[src/rtl/ascii_field_decoder_pkg.sv]
// Shared character constants, digit test and decoder state encoding for ascii_field_decoder.
// Optional signed-field support is selected with ASCII_FIELD_DECODER_SIGNED_EN.
package ascii_pkg;

  localparam logic [7:0] CH_NUL   = 8'h00;
  localparam logic [7:0] CH_LF    = 8'h0A;
  localparam logic [7:0] CH_SPACE = 8'h20;
  localparam logic [7:0] CH_COMMA = 8'h2C;
  localparam logic [7:0] CH_MINUS = 8'h2D;
  localparam logic [7:0] CH_ZERO  = 8'h30;
  localparam logic [7:0] CH_NINE  = 8'h39;

  typedef enum logic [1:0] {
    ST_SEEK,
    ST_NUMBER,
    ST_DONE
  } dec_state_e;

  function automatic logic is_digit(input logic [7:0] c);
    return (c >= CH_ZERO) && (c <= CH_NINE);
  endfunction

endpackage

[src/rtl/ascii_field_decoder_decimal_accumulator.sv]
// Decimal digit accumulator for one field: builds the value digit by digit and flags range overflow.
// With ASCII_FIELD_DECODER_SIGNED_EN the magnitude is negated on output and checked against the signed range.
module decimal_accumulator #(
  parameter int FIELD_WIDTH = 12
) (
  input  logic                   clk,
  input  logic                   reset_n,
  input  logic                   clear,
  input  logic                   start,
  input  logic                   digit,
  input  logic [3:0]             digit_value,
`ifdef ASCII_FIELD_DECODER_SIGNED_EN
  input  logic                   negative,
`endif
  output logic [FIELD_WIDTH-1:0] value,
  output logic                   overflow
);

  localparam int WIDE_W = FIELD_WIDTH + 4;

  logic [FIELD_WIDTH-1:0] mag_q, mag_d;
  logic                   carry_q, carry_d;
  logic [WIDE_W-1:0]      next_wide;

`ifdef ASCII_FIELD_DECODER_SIGNED_EN
  localparam logic [FIELD_WIDTH-1:0] HALF_RANGE = {1'b1, {(FIELD_WIDTH-1){1'b0}}};
  logic neg_q, neg_d;
`endif

  // Four spare bits hold acc*10+9 exactly, so anything above FIELD_WIDTH is a true carry out.
  always_comb begin
    next_wide = ({4'b0000, mag_q} * WIDE_W'(10)) + WIDE_W'(digit_value);
    mag_d     = mag_q;
    carry_d   = carry_q;
`ifdef ASCII_FIELD_DECODER_SIGNED_EN
    neg_d     = neg_q;
`endif
    if (clear) begin
      mag_d   = '0;
      carry_d = 1'b0;
`ifdef ASCII_FIELD_DECODER_SIGNED_EN
      neg_d   = 1'b0;
`endif
    end else if (start) begin
      mag_d   = FIELD_WIDTH'(digit_value);
      carry_d = 1'b0;
`ifdef ASCII_FIELD_DECODER_SIGNED_EN
      neg_d   = negative;
`endif
    end else if (digit) begin
      mag_d   = next_wide[FIELD_WIDTH-1:0];
      carry_d = carry_q | (next_wide[WIDE_W-1:FIELD_WIDTH] != 4'b0000);
    end
  end

  always_ff @(posedge clk) begin
    if (!reset_n) begin
      mag_q   <= '0;
      carry_q <= 1'b0;
`ifdef ASCII_FIELD_DECODER_SIGNED_EN
      neg_q   <= 1'b0;
`endif
    end else begin
      mag_q   <= mag_d;
      carry_q <= carry_d;
`ifdef ASCII_FIELD_DECODER_SIGNED_EN
      neg_q   <= neg_d;
`endif
    end
  end

`ifdef ASCII_FIELD_DECODER_SIGNED_EN
  assign value    = neg_q ? (~mag_q + FIELD_WIDTH'(1)) : mag_q;
  assign overflow = carry_q | (neg_q ? (mag_q > HALF_RANGE) : (mag_q >= HALF_RANGE));
`else
  assign value    = mag_q;
  assign overflow = carry_q;
`endif

endmodule

[src/rtl/ascii_field_decoder.sv]
// Line-oriented ASCII decimal field decoder: one record per LF, EOF on two NULs, output backpressure.
// Define ASCII_FIELD_DECODER_SIGNED_EN to accept '-' prefixed two's complement fields.
module ascii_field_decoder
  import ascii_pkg::*;
#(
  parameter int INBOUND_DATA_WIDTH = 8,
  parameter int FIELD_COUNT        = 4,
  parameter int FIELD_WIDTH        = 12
) (
  input  logic                                 clk,
  input  logic                                 reset_n,
  input  logic                                 inbound_valid,
  output logic                                 inbound_ready,
  input  logic [INBOUND_DATA_WIDTH-1:0]        inbound_data,
  output logic                                 record_valid,
  input  logic                                 record_ready,
  output logic [FIELD_COUNT*FIELD_WIDTH-1:0]   record_fields,
  output logic [$clog2(FIELD_COUNT+1)-1:0]     record_count,
  output logic                                 record_overflow,
  output logic                                 record_extra,
  output logic                                 end_of_file
);

  localparam int              CNT_W      = $clog2(FIELD_COUNT + 1);
  localparam logic [CNT_W-1:0] FULL_INDEX = CNT_W'(FIELD_COUNT);

  dec_state_e state_q, state_d;

  logic [FIELD_WIDTH-1:0] fields_q [FIELD_COUNT];
  logic [FIELD_WIDTH-1:0] fields_d [FIELD_COUNT];
  logic [FIELD_WIDTH-1:0] fields_c [FIELD_COUNT];
  logic [CNT_W-1:0]       index_q, index_d, index_c;
  logic                   line_ovf_q, line_ovf_d, ovf_c;
  logic                   line_extra_q, line_extra_d, extra_c;
  logic                   nul_q, nul_d;

  logic                               rec_valid_q, rec_valid_d;
  logic [FIELD_COUNT*FIELD_WIDTH-1:0] rec_fields_q, rec_fields_d, fields_flat;
  logic [CNT_W-1:0]                   rec_count_q, rec_count_d;
  logic                               rec_ovf_q, rec_ovf_d;
  logic                               rec_extra_q, rec_extra_d;
  logic                               eof_q, eof_d;

  logic [7:0]             ch;
  logic                   accept, ch_digit, ch_lf, ch_nul, commit, line_end, emit;
  logic                   acc_start, acc_digit, acc_clear, acc_overflow;
  logic [FIELD_WIDTH-1:0] acc_value;

`ifdef ASCII_FIELD_DECODER_SIGNED_EN
  logic minus_q, minus_d;
`endif

  assign ch            = inbound_data[7:0];
  assign inbound_ready = !rec_valid_q || record_ready;
  assign accept        = inbound_valid && inbound_ready;
  assign ch_digit      = is_digit(ch);
  assign ch_lf         = (ch == CH_LF);
  assign ch_nul        = (ch == CH_NUL);
  assign commit        = accept && (state_q == ST_NUMBER) && !ch_digit;
  assign line_end      = ch_lf || (ch_nul && nul_q);
  assign emit          = ch_lf || (index_c != '0);

  decimal_accumulator #(
    .FIELD_WIDTH (FIELD_WIDTH)
  ) u_accumulator (
    .clk         (clk),
    .reset_n     (reset_n),
    .clear       (acc_clear),
    .start       (acc_start),
    .digit       (acc_digit),
    .digit_value (ch[3:0]),
`ifdef ASCII_FIELD_DECODER_SIGNED_EN
    .negative    (minus_q),
`endif
    .value       (acc_value),
    .overflow    (acc_overflow)
  );

  // Line state as it stands after committing the number this byte terminates (if any).
  always_comb begin
    fields_c = fields_q;
    index_c  = index_q;
    ovf_c    = line_ovf_q;
    extra_c  = line_extra_q;
    if (commit) begin
      ovf_c = line_ovf_q | acc_overflow;
      if (index_q < FULL_INDEX) begin
        for (int i = 0; i < FIELD_COUNT; i++) begin
          if (index_q == CNT_W'(i)) fields_c[i] = acc_value;
        end
        index_c = index_q + CNT_W'(1);
      end else begin
        extra_c = 1'b1;
      end
    end
  end

  always_comb begin
    fields_flat = '0;
    for (int i = 0; i < FIELD_COUNT; i++) begin
      fields_flat[(FIELD_COUNT-1-i)*FIELD_WIDTH +: FIELD_WIDTH] = fields_c[i];
    end
  end

  always_comb begin
    state_d      = state_q;
    fields_d     = fields_q;
    index_d      = index_q;
    line_ovf_d   = line_ovf_q;
    line_extra_d = line_extra_q;
    nul_d        = nul_q;
    rec_valid_d  = rec_valid_q && !record_ready;
    rec_fields_d = rec_fields_q;
    rec_count_d  = rec_count_q;
    rec_ovf_d    = rec_ovf_q;
    rec_extra_d  = rec_extra_q;
    eof_d        = eof_q || ((state_q == ST_DONE) && (!rec_valid_q || record_ready));
    acc_start    = 1'b0;
    acc_digit    = 1'b0;
    acc_clear    = 1'b0;
`ifdef ASCII_FIELD_DECODER_SIGNED_EN
    minus_d      = minus_q;
`endif
    if (accept && (state_q != ST_DONE)) begin
      nul_d        = ch_nul;
      fields_d     = fields_c;
      index_d      = index_c;
      line_ovf_d   = ovf_c;
      line_extra_d = extra_c;
`ifdef ASCII_FIELD_DECODER_SIGNED_EN
      minus_d      = (ch == CH_MINUS);
`endif
      if (ch_digit) begin
        state_d = ST_NUMBER;
        if (state_q == ST_SEEK) acc_start = 1'b1;
        else                    acc_digit = 1'b1;
      end else begin
        state_d = ST_SEEK;
      end
      // An EOF with nothing pending ends the stream without an empty record.
      if (line_end) begin
        fields_d     = '{default: '0};
        index_d      = '0;
        line_ovf_d   = 1'b0;
        line_extra_d = 1'b0;
        acc_clear    = 1'b1;
        if (emit) begin
          rec_valid_d  = 1'b1;
          rec_fields_d = fields_flat;
          rec_count_d  = index_c;
          rec_ovf_d    = ovf_c;
          rec_extra_d  = extra_c;
        end
        if (ch_nul) state_d = ST_DONE;
      end
    end
  end

  always_ff @(posedge clk) begin
    if (!reset_n) begin
      state_q      <= ST_SEEK;
      fields_q     <= '{default: '0};
      index_q      <= '0;
      line_ovf_q   <= 1'b0;
      line_extra_q <= 1'b0;
      nul_q        <= 1'b0;
      rec_valid_q  <= 1'b0;
      rec_fields_q <= '0;
      rec_count_q  <= '0;
      rec_ovf_q    <= 1'b0;
      rec_extra_q  <= 1'b0;
      eof_q        <= 1'b0;
`ifdef ASCII_FIELD_DECODER_SIGNED_EN
      minus_q      <= 1'b0;
`endif
    end else begin
      state_q      <= state_d;
      fields_q     <= fields_d;
      index_q      <= index_d;
      line_ovf_q   <= line_ovf_d;
      line_extra_q <= line_extra_d;
      nul_q        <= nul_d;
      rec_valid_q  <= rec_valid_d;
      rec_fields_q <= rec_fields_d;
      rec_count_q  <= rec_count_d;
      rec_ovf_q    <= rec_ovf_d;
      rec_extra_q  <= rec_extra_d;
      eof_q        <= eof_d;
`ifdef ASCII_FIELD_DECODER_SIGNED_EN
      minus_q      <= minus_d;
`endif
    end
  end

  assign record_valid    = rec_valid_q;
  assign record_fields   = rec_fields_q;
  assign record_count    = rec_count_q;
  assign record_overflow = rec_ovf_q;
  assign record_extra    = rec_extra_q;
  assign end_of_file     = eof_q;

endmodule

[config.mk]
export PLATFORM = sky130hd
export DESIGN_NAME = ascii_field_decoder
export DESIGN_NICKNAME = d
export VERILOG_FILES = /design/src/rtl/ascii_field_decoder_pkg.sv /design/src/rtl/ascii_field_decoder_decimal_accumulator.sv /design/src/rtl/ascii_field_decoder.sv
export SDC_FILE = /design/constraint.sdc
export NUM_CORES = 1
export LEC_CHECK = 0
export BUFFER_PORTS_ARGS = -buffer_cell sky130_fd_sc_hd__buf_4
export CAP_MARGIN = 20
export CORE_AREA = 2 2 127 129
export DETAILED_ROUTE_END_ITERATION = 12
export DIE_AREA = 0 0 129 131
export HOLD_SLACK_MARGIN = 0.1
export PLACE_DENSITY = 0.56
export SLEW_MARGIN = 0
export SYNTH_ARGS = -nofsm -noshare
export SYNTH_HDL_FRONTEND = slang
export SYNTH_SLANG_ARGS = --single-unit
[constraint.sdc]
create_clock -name clk -period 3.4 [get_ports clk]
set_clock_uncertainty 0.1 [all_clocks]
set_input_delay 0.68 -clock clk [delete_from_list [all_inputs] [get_ports clk]]
set_output_delay 0.68 -clock clk [all_outputs]
set_load 0.1 [all_outputs]
==> out/qor.csv <==
stage,metric,value,unit
critical_path,start_kind,flop,
clocking,cts.clk_slew.worst_paths,0.06,ns
drt,post_drt_wl_per_cell,17.5,µm
worst_hold_path,hold_path.class,reg -> reg,
floorplan,core-area,15600,µm²
flow_run,drv_cap,0,
worst_hold_path,holdCritStartpoint,line_ovf_q,
logic_synthesis,yosysSeqAreaShare,0.406,
drt,dr.first_iter.drc_count,350,
logic_synthesis,synth.distinct_cells,50,
place,portBuffers,67,
cells_and_area,n_fill_cell,1465,
logic_synthesis,synth_async_sr_flop_share,0,
timing,fin_ws,0.119,ns
timing,period_share,0.965,
grt,grt_pass1_vias,5172,
floorplan,die_h,131,µm
logic_synthesis,synth_top_flop_cell,dfxtp_1,
critical_path,critPathKind,reg -> reg,
power,vdd_drop_max,0.330,mV
drt,route.vias.total,5314,
power,p_sw,0.713,mW
logic_synthesis,ys_warn_count,0,
floorplan,die_area,16900,µm²
timing,final.min_clock_period,3.28,ns
power,power_frac_comb,0.025,
place,dpl.hpwl,11300,µm
clocking,cts_buffer_depth,2,
cells_and_area,antenna_cells,0,
drt,wirelength,17100,µm
cells_and_area,fin_cells,975,
cells_and_area,final_common_cell,dfxtp_1,
power,power.density,424,nW/µm²
cells_and_area,area_growth,21.9,%
cells_and_area,final_util,0.477,
timing,drv_slew,0,
drt,antenna_left,0,
timing,slew_headroom,0.452,
clocking,clock_latency,0.42,ns
logic_synthesis,synth_edf_count,0,
status,status,finished clean,
logic_synthesis,syn_inst,686,
power,p_int,2.45,mW
logic_synthesis,syn_area,6110,µm²
clocking,htree_levels,4,
clocking,cts_buffers,17,
logic_synthesis,synth_nets,727,
clocking,cts-root-buf,clkbuf_16,
power,power_frac_seq,0.461,
timing,hold_viol,0,
timing,setup_viol,0,
critical_path,cp_data_required_time,3.63,ns
place,place_congestion,0.914,
critical_path,rrSetupSlack,0.12,ns
critical_path,cp.arrival,3.51,ns
critical_path,worstSetupStartpoint,u_accumulator.value[3],
drt,first_pass_iters,5,
power,sw_frac_of_total,0.226,
grt,grtUsageTotal,0.208,
cells_and_area,layout-drive-gt1-share,0.202,
power,power.leakage,3.35,nW
clocking,clkSinkCount,124,
floorplan,die_w,129,µm
floorplan,start_util,0.392,
critical_path,end_kind,flop,
clocking,cts_tree,built,
grt,antenna_found_initial,0,
drt,vias_per_cell,5.45,
grt,grt_first_pass_wirelength,27000,µm
place,dp.cells,943,
critical_path,cp_max_fo,8,
drt,route.detailed.drc,0,
timing,max_freq,305,MHz
grt,grt_overflow,0,
place,preCtsSetupSlack,0.147,ns
worst_hold_path,holdPathStages,2,
critical_path,reg2reg_depth,11,
floorplan,ios,68,
clocking,cts_hold_buf,0,
critical_path,r2r_start,u_accumulator.value[3],
timing,worstMarginPinSlew,0.816,ns
worst_hold_path,hold-path-endpoint,line_ovf_q,
logic_synthesis,synth-seq-cells,124,
critical_path,r2r-end,u_accumulator.overflow,
power,clockPowerShare,0.514,
grt,grt_max_degree,72,
cells_and_area,final_cell_mix,"123 x dfxtp_1, 101 x buf_4, 83 x nand2_1",
logic_synthesis,syn_avg_cell_area,8.90,µm²
timing,hold_slack,0.385,ns
cells_and_area,nets,788,
floorplan,row_count,46,
## stage by stage
step / TNS, ns / cell area, µm² / power [mW]
2_1_floorplan: 0 / 6110 / 1.54
3_3_place_gp: 0 / 6900 / 1.56
3_5_place_dp: 0 / 6900 / 1.57
4_1_cts: 0 / 7430 / 3.20
5_1_grt: -0.0267 / 7450 / 3.26
6_report: 0 / 7450 / 3.16
## cells by family (layout without fill, tap and decap cells)
logic type | Yosys count | count (layout) | synth area share
buffers and inverters | 73 | 146 | 0.0559
AO/OA/AOI/OAI | 158 | 158 | 0.211
multiplexers | 7 | 7 | 0.0117
AND/OR/NAND/NOR | 280 | 280 | 0.231
flip-flops | 124 | 124 | 0.406
XOR/XNOR | 15 | 15 | 0.0215
adder cells (fa/ha/maj) | 29 | 29 | 0.0619
## layout make-up
type / instances / area (µm²) / share of cell area
clock buffer: 21 / 460 / 0.0618
clock inverter: 10 / 70.1 / 0.00941
inverter: 11 / 41.3 / 0.00555
multi-input combinational: 489 / 3300 / 0.443
sequential: 124 / 2480 / 0.334
tap: 216 / 270 / 0.0363
timing repair buffer: 104 / 818 / 0.110
## critical path: stages, from the launching register on
cell and delay (ns):
dfxtp_2 0.38, ha_1 0.30, ha_1 0.17, inv_1 0.06
fa_1 0.39, nand2b_1 0.24, a21oi_1 0.22, xor2_1 0.28
nand4_1 0.19, nor3b_1 0.26, mux2_2 0.36, a221oi_1 0.25
## cell usage after synthesis, types with 3 or more instances
cell type,instances,area [µm²]
a21o_1,7,52.6
nand2b_1,4,25.0
inv_1,11,41.3
a21boi_0,4,30.0
o211ai_1,5,37.5
clkbuf_1,44,165
ha_1,27,338
nor3_1,6,30.0
o21ai_0,5,25.0
xor2_1,7,61.3
nand3_1,70,350
o21a_1,3,22.5
nand4_1,3,18.8
a22oi_1,55,413
dfxtp_1,124,2480
xnor2_1,8,70.1
buf_6,7,78.8
nor2_1,35,131
o211a_1,51,510
nor2b_1,55,344
buf_2,8,40.0
o31ai_1,3,22.5
a21oi_1,13,65.1
a211oi_1,3,22.5
nand3_2,10,100
nand2_1,83,312
mux2i_1,6,60.1
## state kept, by name, indices dropped and copies added (netlist names)
register,count
line_ovf_q,1
end_of_file,1
state_q,2
nul_q,1
index_q,3
record_extra,1
u_accumulator.overflow,1
record_overflow,1
record_valid,1
u_accumulator.value,12
record_count,3
fields_q,48
line_extra_q,1
record_fields,48
## worst max path at each step
stage	to	slack, ns	cells after the start
after floorplan	fields_q[35]	0.24	9
after global placement	u_accumulator.overflow	0.26	11
after detailed placement	u_accumulator.overflow	0.15	10
after CTS	u_accumulator.overflow	0.1	10
after global routing	u_accumulator.overflow	-0.03	11
final	u_accumulator.overflow	0.12	11
## what timing repair did
item,4_1_cts,5_1_grt
setup endpoints to repair,0,1
gates resized for setup,0,3
buffers inserted,0,1
## power groups by stage
stage | Combinational, mW | Clock [mW] | Sequential [mW]
final | 0.0793 | 1.62 | 1.46
after global routing | 0.0871 | 1.72 | 1.45
after detailed placement | 0.0788 | 0 | 1.49
after global placement | 0.0767 | 0 | 1.49
after floorplan | 0.0490 | 0 | 1.49
after CTS | 0.0788 | 1.66 | 1.46
## metal layers
metal	track usage	wire [µm]
met4	0.0870	429
met2	0.327	7750
met3	0.0407	886
met5	0	0
met1	0.280	8010
No activity file was read; power rests on OpenSTA's default activity.
